--- config.mk ---
export PLATFORM = sky130hd
export DESIGN_NAME = eu_operand_fetch_flat
export DESIGN_NICKNAME = d
export VERILOG_FILES = /design/src/rtl/eu_operand_fetch_pkg.sv /design/src/rtl/eu_operand_fetch_if.sv /design/src/rtl/eu_operand_fetch_slot.sv /design/src/rtl/eu_operand_fetch.sv /design/src/flat_wrapper.sv
export SDC_FILE = /design/constraint.sdc
export NUM_CORES = 1
export LEC_CHECK = 0
export CELL_PAD_IN_SITES_DETAIL_PLACEMENT = 1
export CELL_PAD_IN_SITES_GLOBAL_PLACEMENT = 2
export CORE_UTILIZATION = 30
export CTS_CLUSTER_SIZE = 12
export DETAILED_ROUTE_END_ITERATION = 10
export GPL_TIMING_DRIVEN = 0
export PLACE_DENSITY_LB_ADDON = 0.1
export SYNTH_ARGS = -nofsm -noshare
export SYNTH_HDL_FRONTEND = slang
export SYNTH_HIERARCHICAL = 1
export SYNTH_SLANG_ARGS = --single-unit
--- constraint.sdc ---
create_clock -name clk -period 3 [get_ports clk]
set_clock_uncertainty 0.1 [all_clocks]
set_input_delay 0.3 -clock clk [delete_from_list [all_inputs] [get_ports clk]]
set_output_delay 0.3 -clock clk [all_outputs]
set_load 0.01 [all_outputs]
--- src/rtl/eu_operand_fetch_pkg.sv ---
// Shared types and widths for the EU operand-fetch stage.
package eu_operand_fetch_pkg;

    localparam int unsigned DATA_WIDTH          = 16;
    localparam int unsigned TAG_WIDTH           = 8;
    localparam int unsigned OPCODE_WIDTH        = 4;
    localparam int unsigned IMM_WIDTH           = 8;
    localparam int unsigned NUM_EXEC_UNITS      = 4;
    localparam int unsigned LOG2_NUM_EXEC_UNITS = $clog2(NUM_EXEC_UNITS);

    typedef struct packed {
        logic [OPCODE_WIDTH-1:0] opcode;
        logic [TAG_WIDTH-1:0]    dest_tag;
        logic [TAG_WIDTH-1:0]    src_a_tag;
        logic [TAG_WIDTH-1:0]    src_b_tag;
        logic                    src_b_is_imm;
        logic [IMM_WIDTH-1:0]    imm;
    } type_iqueue_entry;

    typedef struct packed {
        logic [OPCODE_WIDTH-1:0] opcode;
        logic [DATA_WIDTH-1:0]   a;
        logic [DATA_WIDTH-1:0]   b;
        logic [TAG_WIDTH-1:0]    dest_tag;
    } type_alu_packet;

    typedef enum logic [1:0] {
        IDLE  = 2'd0,
        FETCH = 2'd1,
        ISSUE = 2'd2
    } type_opfetch_state;

    // Immediates are unsigned and zero-extended into the operand datapath.
    function automatic logic [DATA_WIDTH-1:0] imm_to_data(input logic [IMM_WIDTH-1:0] imm);
        return DATA_WIDTH'(imm);
    endfunction

endpackage

--- src/rtl/eu_operand_fetch_if.sv ---
// Bus bundle between the operand-fetch stage, the instruction queue,
// the operand network and the ALU. master = fetch stage side.
interface eu_operand_fetch_if
    import eu_operand_fetch_pkg::*;
#(
    parameter int unsigned STALL_CTR_WIDTH = 16
);
    type_iqueue_entry                 instr_i;
    logic                             instr_valid_i;
    logic                             instr_ready_o;
    logic                             req_a_valid_o;
    logic [TAG_WIDTH-1:0]             req_a_tag_o;
    logic                             rsp_a_valid_i;
    logic [DATA_WIDTH-1:0]            rsp_a_data_i;
    logic                             req_b_valid_o;
    logic [TAG_WIDTH-1:0]             req_b_tag_o;
    logic                             rsp_b_valid_i;
    logic [DATA_WIDTH-1:0]            rsp_b_data_i;
    logic [LOG2_NUM_EXEC_UNITS-1:0]   req_euidx_o;
    logic                             alu_valid_o;
    logic                             alu_ready_i;
    logic [OPCODE_WIDTH-1:0]          alu_opcode_o;
    logic [DATA_WIDTH-1:0]            alu_a_o;
    logic [DATA_WIDTH-1:0]            alu_b_o;
    logic [TAG_WIDTH-1:0]             alu_dest_tag_o;
    logic [STALL_CTR_WIDTH-1:0]       stall_cycles_o;

    modport master (
        input  instr_i, instr_valid_i, rsp_a_valid_i, rsp_a_data_i,
               rsp_b_valid_i, rsp_b_data_i, alu_ready_i,
        output instr_ready_o, req_a_valid_o, req_a_tag_o, req_b_valid_o, req_b_tag_o,
               req_euidx_o, alu_valid_o, alu_opcode_o, alu_a_o, alu_b_o,
               alu_dest_tag_o, stall_cycles_o
    );

    modport slave (
        output instr_i, instr_valid_i, rsp_a_valid_i, rsp_a_data_i,
               rsp_b_valid_i, rsp_b_data_i, alu_ready_i,
        input  instr_ready_o, req_a_valid_o, req_a_tag_o, req_b_valid_o, req_b_tag_o,
               req_euidx_o, alu_valid_o, alu_opcode_o, alu_a_o, alu_b_o,
               alu_dest_tag_o, stall_cycles_o
    );
endinterface

--- src/rtl/eu_operand_fetch_slot.sv ---
// One operand slot: outstanding-request flag, request tag and captured data.
module eu_operand_fetch_slot
    import eu_operand_fetch_pkg::*;
(
    input  logic                  clk,
    input  logic                  reset_n,
    input  logic                  load,
    input  logic                  load_need,
    input  logic [DATA_WIDTH-1:0] load_data,
    input  logic [TAG_WIDTH-1:0]  load_tag,
    input  logic                  rsp_valid,
    input  logic [DATA_WIDTH-1:0] rsp_data,
    output logic                  need,
    output logic [DATA_WIDTH-1:0] data,
    output logic [TAG_WIDTH-1:0]  tag,
    output logic                  present_c
);

    // Present once nothing is outstanding or the response lands this cycle.
    assign present_c = ~need | rsp_valid;

    always_ff @(posedge clk or negedge reset_n) begin
        if (!reset_n) begin
            need <= 1'b0;
            data <= '0;
            tag  <= '0;
        end else if (load) begin
            need <= load_need;
            tag  <= load_tag;
            if (!load_need) begin
                data <= load_data;
            end
        end else if (need && rsp_valid) begin
            need <= 1'b0;
            data <= rsp_data;
        end
    end

endmodule

--- src/rtl/eu_operand_fetch.sv ---
// EU operand fetch: pops the instruction queue, gathers operands from the
// operand network (or immediate) and hands a full packet to the ALU.
module eu_operand_fetch
    import eu_operand_fetch_pkg::*;
#(
    parameter int unsigned STALL_CTR_WIDTH = 16,
    parameter int unsigned EU_IDX          = 0
)(
    input  logic               clk,
    input  logic               reset_n,
    eu_operand_fetch_if.master bus
);

    type_opfetch_state           state_q, state_d;
    logic                        instr_ready_c, alu_valid_c, pop_c;
    logic                        a_present_c, b_present_c, operands_done_c;
    logic                        need_a, need_b;
    logic [DATA_WIDTH-1:0]       data_a, data_b;
    logic [TAG_WIDTH-1:0]        tag_a, tag_b;
    logic [OPCODE_WIDTH-1:0]     opcode_q;
    logic [TAG_WIDTH-1:0]        dest_q;
    logic [STALL_CTR_WIDTH-1:0]  stall_q;
    type_alu_packet              alu_pkt_c;

    assign operands_done_c = a_present_c & b_present_c;

    always_ff @(posedge clk or negedge reset_n) begin
        if (!reset_n) begin
            state_q <= IDLE;
        end else begin
            state_q <= state_d;
        end
    end

    always_comb begin
        state_d = state_q;
        case (state_q)
            IDLE:    if (bus.instr_valid_i) state_d = FETCH;
            FETCH:   if (operands_done_c) state_d = ISSUE;
            ISSUE:   if (bus.alu_ready_i) state_d = bus.instr_valid_i ? FETCH : IDLE;
            default: state_d = IDLE;
        endcase
    end

    // ISSUE accepts the next instruction in the same cycle the ALU takes the packet.
    always_comb begin
        instr_ready_c = 1'b0;
        alu_valid_c   = 1'b0;
        case (state_q)
            IDLE:  instr_ready_c = 1'b1;
            ISSUE: begin
                alu_valid_c   = 1'b1;
                instr_ready_c = bus.alu_ready_i;
            end
            default: ;
        endcase
    end

    assign pop_c = instr_ready_c & bus.instr_valid_i;

    always_ff @(posedge clk or negedge reset_n) begin
        if (!reset_n) begin
            opcode_q <= '0;
            dest_q   <= '0;
        end else if (pop_c) begin
            opcode_q <= bus.instr_i.opcode;
            dest_q   <= bus.instr_i.dest_tag;
        end
    end

    // Saturating count of FETCH cycles still waiting on an operand.
    always_ff @(posedge clk or negedge reset_n) begin
        if (!reset_n) begin
            stall_q <= '0;
        end else if (state_q == FETCH && !operands_done_c && stall_q != '1) begin
            stall_q <= stall_q + STALL_CTR_WIDTH'(1);
        end
    end

    eu_operand_fetch_slot u_slot_a (
        .clk       (clk),
        .reset_n   (reset_n),
        .load      (pop_c),
        .load_need (1'b1),
        .load_data ('0),
        .load_tag  (bus.instr_i.src_a_tag),
        .rsp_valid (bus.rsp_a_valid_i),
        .rsp_data  (bus.rsp_a_data_i),
        .need      (need_a),
        .data      (data_a),
        .tag       (tag_a),
        .present_c (a_present_c)
    );

    eu_operand_fetch_slot u_slot_b (
        .clk       (clk),
        .reset_n   (reset_n),
        .load      (pop_c),
        .load_need (~bus.instr_i.src_b_is_imm),
        .load_data (imm_to_data(bus.instr_i.imm)),
        .load_tag  (bus.instr_i.src_b_tag),
        .rsp_valid (bus.rsp_b_valid_i),
        .rsp_data  (bus.rsp_b_data_i),
        .need      (need_b),
        .data      (data_b),
        .tag       (tag_b),
        .present_c (b_present_c)
    );

    assign alu_pkt_c = '{opcode: opcode_q, a: data_a, b: data_b, dest_tag: dest_q};

    assign bus.instr_ready_o  = instr_ready_c;
    assign bus.req_a_valid_o  = need_a;
    assign bus.req_a_tag_o    = tag_a;
    assign bus.req_b_valid_o  = need_b;
    assign bus.req_b_tag_o    = tag_b;
    assign bus.req_euidx_o    = LOG2_NUM_EXEC_UNITS'(EU_IDX);
    assign bus.alu_valid_o    = alu_valid_c;
    assign bus.alu_opcode_o   = alu_pkt_c.opcode;
    assign bus.alu_a_o        = alu_pkt_c.a;
    assign bus.alu_b_o        = alu_pkt_c.b;
    assign bus.alu_dest_tag_o = alu_pkt_c.dest_tag;
    assign bus.stall_cycles_o = stall_q;

endmodule

--- src/flat_wrapper.sv ---
// flat-port wrapper written by rule: the top's interface ports become plain ports
module eu_operand_fetch_flat import eu_operand_fetch_pkg::*;
#(
    parameter int unsigned STALL_CTR_WIDTH = 16,
    parameter int unsigned EU_IDX          = 0
)
  (clk, reset_n, bus_instr_i, bus_instr_valid_i, bus_rsp_a_valid_i, bus_rsp_a_data_i, bus_rsp_b_valid_i, bus_rsp_b_data_i, bus_alu_ready_i, bus_instr_ready_o, bus_req_a_valid_o, bus_req_a_tag_o, bus_req_b_valid_o, bus_req_b_tag_o, bus_req_euidx_o, bus_alu_valid_o, bus_alu_opcode_o, bus_alu_a_o, bus_alu_b_o, bus_alu_dest_tag_o, bus_stall_cycles_o);
  eu_operand_fetch_if #(.STALL_CTR_WIDTH(STALL_CTR_WIDTH)) bus_i ();
  input  logic clk;
  input  logic reset_n;
  input wire logic [$bits(bus_i.instr_i)-1:0] bus_instr_i;
  input wire logic [$bits(bus_i.instr_valid_i)-1:0] bus_instr_valid_i;
  input wire logic [$bits(bus_i.rsp_a_valid_i)-1:0] bus_rsp_a_valid_i;
  input wire logic [$bits(bus_i.rsp_a_data_i)-1:0] bus_rsp_a_data_i;
  input wire logic [$bits(bus_i.rsp_b_valid_i)-1:0] bus_rsp_b_valid_i;
  input wire logic [$bits(bus_i.rsp_b_data_i)-1:0] bus_rsp_b_data_i;
  input wire logic [$bits(bus_i.alu_ready_i)-1:0] bus_alu_ready_i;
  output wire logic [$bits(bus_i.instr_ready_o)-1:0] bus_instr_ready_o;
  output wire logic [$bits(bus_i.req_a_valid_o)-1:0] bus_req_a_valid_o;
  output wire logic [$bits(bus_i.req_a_tag_o)-1:0] bus_req_a_tag_o;
  output wire logic [$bits(bus_i.req_b_valid_o)-1:0] bus_req_b_valid_o;
  output wire logic [$bits(bus_i.req_b_tag_o)-1:0] bus_req_b_tag_o;
  output wire logic [$bits(bus_i.req_euidx_o)-1:0] bus_req_euidx_o;
  output wire logic [$bits(bus_i.alu_valid_o)-1:0] bus_alu_valid_o;
  output wire logic [$bits(bus_i.alu_opcode_o)-1:0] bus_alu_opcode_o;
  output wire logic [$bits(bus_i.alu_a_o)-1:0] bus_alu_a_o;
  output wire logic [$bits(bus_i.alu_b_o)-1:0] bus_alu_b_o;
  output wire logic [$bits(bus_i.alu_dest_tag_o)-1:0] bus_alu_dest_tag_o;
  output wire logic [$bits(bus_i.stall_cycles_o)-1:0] bus_stall_cycles_o;
  assign bus_i.instr_i = bus_instr_i;
  assign bus_i.instr_valid_i = bus_instr_valid_i;
  assign bus_i.rsp_a_valid_i = bus_rsp_a_valid_i;
  assign bus_i.rsp_a_data_i = bus_rsp_a_data_i;
  assign bus_i.rsp_b_valid_i = bus_rsp_b_valid_i;
  assign bus_i.rsp_b_data_i = bus_rsp_b_data_i;
  assign bus_i.alu_ready_i = bus_alu_ready_i;
  assign bus_instr_ready_o = bus_i.instr_ready_o;
  assign bus_req_a_valid_o = bus_i.req_a_valid_o;
  assign bus_req_a_tag_o = bus_i.req_a_tag_o;
  assign bus_req_b_valid_o = bus_i.req_b_valid_o;
  assign bus_req_b_tag_o = bus_i.req_b_tag_o;
  assign bus_req_euidx_o = bus_i.req_euidx_o;
  assign bus_alu_valid_o = bus_i.alu_valid_o;
  assign bus_alu_opcode_o = bus_i.alu_opcode_o;
  assign bus_alu_a_o = bus_i.alu_a_o;
  assign bus_alu_b_o = bus_i.alu_b_o;
  assign bus_alu_dest_tag_o = bus_i.alu_dest_tag_o;
  assign bus_stall_cycles_o = bus_i.stall_cycles_o;
  eu_operand_fetch #(.STALL_CTR_WIDTH(STALL_CTR_WIDTH), .EU_IDX(EU_IDX)) u_core (.clk(clk), .reset_n(reset_n), .bus(bus_i));
endmodule
# Yosys cells after proc, flatten, opt, wreduce, memory -nomap -nowiden
# Cells that the tools add are included.
op_classes:
  addsub: 1
  mul: 0
  n_div: 0
  order_cmp: 0
  n_eq_ne: 7
  shifts: 0
  n_mux: 14
  bitwise: 8
  n_reduce_logical: 11
ops:
  columns: ["operator", "n"]
  rows:
  - ["16-bit 2-to-1 mux", 3]
  - ["16-bit by 1-bit adder with 16-bit output (second input constant)", 1]
  - ["16-bit != test (second input constant)", 1]
  - ["1-bit 2-to-1 mux", 6]
  - ["2-bit 2-to-1 mux", 3]
  - ["2-bit != test (second input constant)", 3]
  - ["2-bit one-hot mux with 3 select lines", 1]
  - ["1-bit logical AND", 4]
  - ["1-bit inverter", 4]
  - ["2-bit AND reduction", 2]
  - ["2-bit nonzero test", 2]
  - ["3-bit AND reduction", 1]
  - ["1-bit AND", 2]
  - ["2-bit by 1-bit == test with 1-bit output (second input constant)", 1]
  - ["2-bit == test (second input constant)", 1]
  - ["2-bit logical NOT", 1]
  - ["2-bit by 1-bit != test with 1-bit output (second input constant)", 1]
  - ["1-bit bitwise OR", 2]
  - ["1-bit one-hot mux with 2 select lines", 1]
  - ["1-bit logical NOT", 1]
totals:
  reg_bits: 80
  latchBits: 0
  mem_bits_rw: 0
  mem_bits_ro: 0
  inputBits: 75
  wordCells: 51
  memories: 0

# Longest topological paths before layout
logic_depth:
  word_depth: 6
  ltp_mapped: 7

# Modules after synthesis
# The synthesis kept the hierarchy.
by_module_without_submodules:
  columns: ["module", "n_inst", "cells_per_inst", "area_each_um2", "seq_area_each_um2"]
  rows:
  - ["eu_operand_fetch_slot", 2, 113, 1391.3, 625.6]
  - ["eu_operand_fetch", 1, 113, 1382.6, 750.7]

# Worst setup path after synthesis
# Ideal clock, no wire load.
synth_timing:
  path_type: "flip-flop to flip-flop"
  startpoint: "reg u_core.state_q[0]"
  endpoint: "reg u_core.u_slot_a.tag[0]"
  setup_time_ps: 128
  t_arrival_ps: 1682
  required_ps: 2772
  setup_slack_ps: 1090
  path_stages_with_launch: 6
  path_buffers: 2
  synth_period_minus_slack_ps: 1910
  path_cell_list: "dfrtp_1 > nand2b_1 > nor2_1 > buf_2 > buf_2 > mux2_1"
synth_between:
  elab_chain_len: 3
  elab_cells_between_ends: 4
  cone_classes: "eq/ne (1); mux (1); bitwise (1); reduce/logical (1)"
synth_lines:
  columns: ["element", "line_no", "rtl"]
  rows:
  - ["from (decl)", "eu_operand_fetch.sv:14", "type_opfetch_state state_q, state_d;"]
  - ["from (signal assigned)", "eu_operand_fetch.sv:31", "state_q <= state_d;"]
  - ["2-bit == test or 2-bit logical NOT (tied branches)", "eu_operand_fetch.sv:49", "case (state_q)"]
  - ["1-bit one-hot mux with 2 select lines *", "eu_operand_fetch.sv:49", null]
  - ["1-bit AND *", "eu_operand_fetch.sv:59", "assign pop_c = instr_ready_c & bus.instr_valid_i;"]
  - ["net u_core.pop_c", "eu_operand_fetch.sv:15", "logic instr_ready_c, alu_valid_c, pop_c;"]
  - ["to (signal assigned)", "eu_operand_fetch_slot.sv:29", "tag <= load_tag;"]
  - ["to (decl)", "eu_operand_fetch_slot.sv:15", "output logic [TAG_WIDTH-1:0] tag,"]
# The timed path passes the listed nets; every way through them passes the cells marked *.
# A chain may end at the register's enable or synchronous reset.

# Final worst setup path
layout_timing:
  startpoint: "reg u_core.state_q[0]"
  endpoint: "reg u_core.u_slot_b.data[0]"
layout_between:
  elab_chain_len: 5
  elab_cells_between_ends: 8
  cone_classes: "eq/ne (2); mux (2); bitwise (1); reduce/logical (3)"
layout_lines:
  columns: ["element", "line_no", "rtl"]
  rows:
  - ["2-bit == test or 2-bit logical NOT (tied branches)", "eu_operand_fetch.sv:49", null]
  - ["1-bit one-hot mux with 2 select lines *", "eu_operand_fetch.sv:49", null]
  - ["1-bit AND *", "eu_operand_fetch.sv:59", null]
  - ["net u_core.pop_c", "eu_operand_fetch.sv:15", null]
  - ["2-bit != test (no source line) or 2-bit nonzero test (tied branches)", null, null]
  - ["2-bit AND reduction (no source line)", null, null]
  - ["to (signal assigned)", "eu_operand_fetch_slot.sv:31", "data <= load_data;"]
  - ["to (signal assigned)", "eu_operand_fetch_slot.sv:35", "data <= rsp_data;"]
  - ["to (decl)", "eu_operand_fetch_slot.sv:14", "output logic [DATA_WIDTH-1:0] data,"]
# Marks and branches as above.

==> run_results.csv <==
group,metric,value,unit
timing,max_freq,404,MHz
synth,synthTopCellsByCount,"80 x dfrtp_1, 33 x inv_1, 33 x nor3b_1",
pwr,power,0.00506,W
clock_network,htree_levels,3,
timing,period_share,82.4,%
clock_network,cts_root_buffer,"clkbuf_16",
synth,synth_seq_area_share,48.1,%
worst_setup_path,worstPathRequired,3150,ps
job,cap_violations,0,
clock_network,cts_sinks,80,
pwr,p_clk_share,22.2,%
die,num_rows,42,
placed_design,place_congestion,0.712,
detailed_routing,vias,3432,
pwr,p_switching,0.00161,W
detailed_routing,drt_iter0_markers,84,
clock_network,insertion_delay,340,ps
pwr,power.density,796,nW/um^2
outcome,status,"finished, final reports clean",
synth,yosys-top-cells-area,"dfrtp_1 48%, a311oi_2 7.2%, nor3b_1 5.9%",
synth,yosys_warnings,6,
global_route,grt_pass1_vias,3895,
clock_network,max-clock-path-buffers,2,
synth,synth_area_leader_cell,"dfrtp_1",
cells_and_area,diodes,0,
timing,hold_viol,0,
synth,synth_most_common_cell,"dfrtp_1",
clock_network,numCtsBuffers,9,
clock_network,ctsResizeCount,0,
synth,syn_area,4170,sq um
worst_setup_path,regToRegSetupSlack,530,ps
worst_setup_path,worst-path-buf-inv,2,
pwr,p_comb_share,43.1,%
pwr,p_leak,2.79,nW
cells_and_area,drive_gt1_share,14.9,%
detailed_routing,viasPerCell,4.82,
die,die_h,120,um
timing,slew_viol_final,0,
placed_design,place_area,6050,sq um
synth,syn_area_per_cell,12.3,sq um
detailed_routing,wire_per_inst,17.4,um
worst_setup_path,cpMaxStageDelayCell,"buf_2",
clock_network,cts_setup_buffers,0,
timing,setup_violations,0,
clock_network,clk_pin_slew,70,ps
cells_and_area,finalInstanceArea,6350,sq um
placed_design,dp_hpwl,8830,um
die,dieArea,14400,sq um
pwr,p_sw_share,31.8,%
placed_design,port_buffers,154,
synth,synth_seq_cells,80,
pwr,power_frac_seq,34.6,%
worst_setup_path,crit_type,"register to register",
timing,slew_headroom,62.6,%
global_route,grt_usage,18.8,%
synth,synthCells,339,
worst_setup_path,crit_family,"buffers and inverters",
pwr,p_int,0.00345,W
die,initial_core_util,31.1,%
worst_setup_path,start_kind,"register",
global_route,grt_antenna_before_repair,0,
timing,rsz0062_at_grt,"no",
synth,synthArstFlopShare,100,%
detailed_routing,detail-route-antenna-nets,0,
pwr,vdd_drop_max,0.000461,V
worst_setup_path,path_cells,"nand2b_1 > nor2_1 > buf_2 > clkbuf_1 > and4bb_1 > a311oi_2",
global_route,grt_overflow_total,0,
synth,synth-edff-count,0,
clock_network,cts_tree,"yes",
detailed_routing,routed_wirelength,12400,um
worst_setup_path,critical_path.max_stage_delay,550,ps
worst_setup_path,endpoint_kind,"register",
detailed_routing,drc_errors,0,
global_route,grt_first_pass_wirelength,20800,um
worst_hold_path,worstHoldPathType,"input pin to async pin",
clock_network,ctsHoldBuffers,1,
synth,synth_ff_type,"dfrtp_1",
die,io_pins,157,
die,core,13400,sq um
cells_and_area,nNetsFinal,607,
detailed_routing,firstDrtPassIters,4,
cells_and_area,num-fill-cells,1458,
cells_and_area,area_delta_synth_final,52.5,%
synth,synth_top_area_share,48.1,%
synth,synth_cell_types,39,
timing,post-route-min-period,2470,ps
worst_setup_path,path_max_fanout,25,
worst_setup_path,cp.arrival,2630,ps
die,fp.dieW,120,um
global_route,grt_max_degree,50,
timing,worst_pin_slew,561,ps
==> logic make-up after synthesis <==
kind of cell | Yosys count | share of synthesized area (%)
simple gates | 118 | 23.0
flops | 80 | 48.1
buf+inv | 58 | 7.00
compound gates | 36 | 10.3
mux | 30 | 8.20
xor+xnor | 14 | 2.94
other cells | 2 | 0.180
fa+ha+maj | 1 | 0.300
==> routing by layer <==
layer / global-route usage (%) / share of wire (%)
met1: 23.9 / 45
met2: 30.2 / 47
met3: 5.80 / 6.4
met4: 6.25 / 1.2
met5: 0 / 0
==> metrics by stage <==
step	util (%)	cells	hold WS, ps	worst slack [ps]	setup TNS (ps)
finish	47.4	712	348	527	0
global route	47.4	712	391	246	0
CTS	47.4	712	367	464	0
detailed placement	45.1	695	192	194	0
global placement	44.9	694	365	-1700	-134950
floorplan	-	364	-95.6	1090	0
==> worst paths after layout <==
check                                  startpoint                       endpoint  cells past startpoint
hold reg to reg            u_core/u_slot_b/tag[4]         u_core/u_slot_b/tag[4]                      1
setup / recovery                u_core/state_q[0]        u_core/u_slot_b/data[0]                      6
max in group asynchronous                 reset_n  u_core/bus.stall_cycles_o[13]                      3
hold / removal                            reset_n        u_core/u_slot_a/data[2]                      2
min in group clk           u_core/u_slot_b/tag[4]         u_core/u_slot_b/tag[4]                      1
setup reg to reg                u_core/state_q[0]        u_core/u_slot_b/data[0]                      6
==> registers in the layout, indices dropped and copies added, names as in the netlist <==
register and flops:
u_core/u_slot_b/data 16, u_core/u_slot_a/data 16, u_core/state_q 2, u_core/u_slot_b/need 1
u_core/bus.alu_opcode_o 4, u_core/bus.stall_cycles_o 16, u_core/u_slot_a/tag 8, u_core/u_slot_a/need 1
u_core/bus.alu_dest_tag_o 8, u_core/u_slot_b/tag 8
==> area by class of cell <==
cell class | instances | area, sq um | area share (%)
sequential | 80 | 2000 | 31.5
multi-input combinational | 226 | 1970 | 30.9
timing repair buffer | 156 | 1580 | 24.8
clock buffer | 10 | 239 | 3.76
tap | 176 | 220 | 3.47
buffer | 25 | 168 | 2.64
inverter | 33 | 124 | 1.95
clock inverter | 6 | 58.8 | 0.926
==> power groups by stage <==
stage | sequential, W | clock (W) | combinational (W)
after detailed placement | 0.00178 | 0 | 0.00220
after CTS | 0.00176 | 0.00117 | 0.00221
final | 0.00175 | 0.00112 | 0.00218
after global routing | 0.00182 | 0.00121 | 0.00237
after floorplan | 0.00194 | 0 | 0.000803
after global placement | 0.00175 | 0 | 0.00216
==> cells in the final DEF, fill, tap and decap left out, drive strengths merged, types with 3 or more instances in the layout <==
cell type	count
clkdlybuf4s50	153
nor3b	33
mux2	30
nor4	5
a311oi	32
and4bb	14
nor4bb	18
xor2	14
clkbuf	14
nor2b	3
nand2	11
nor2	5
inv	33
dfrtp	80
conb	27
nor3	8
clkinv	5
buf	23
nand2b	5
nand4	5
nand3b	3
Note: power is estimated with default switching activity, not from simulation.
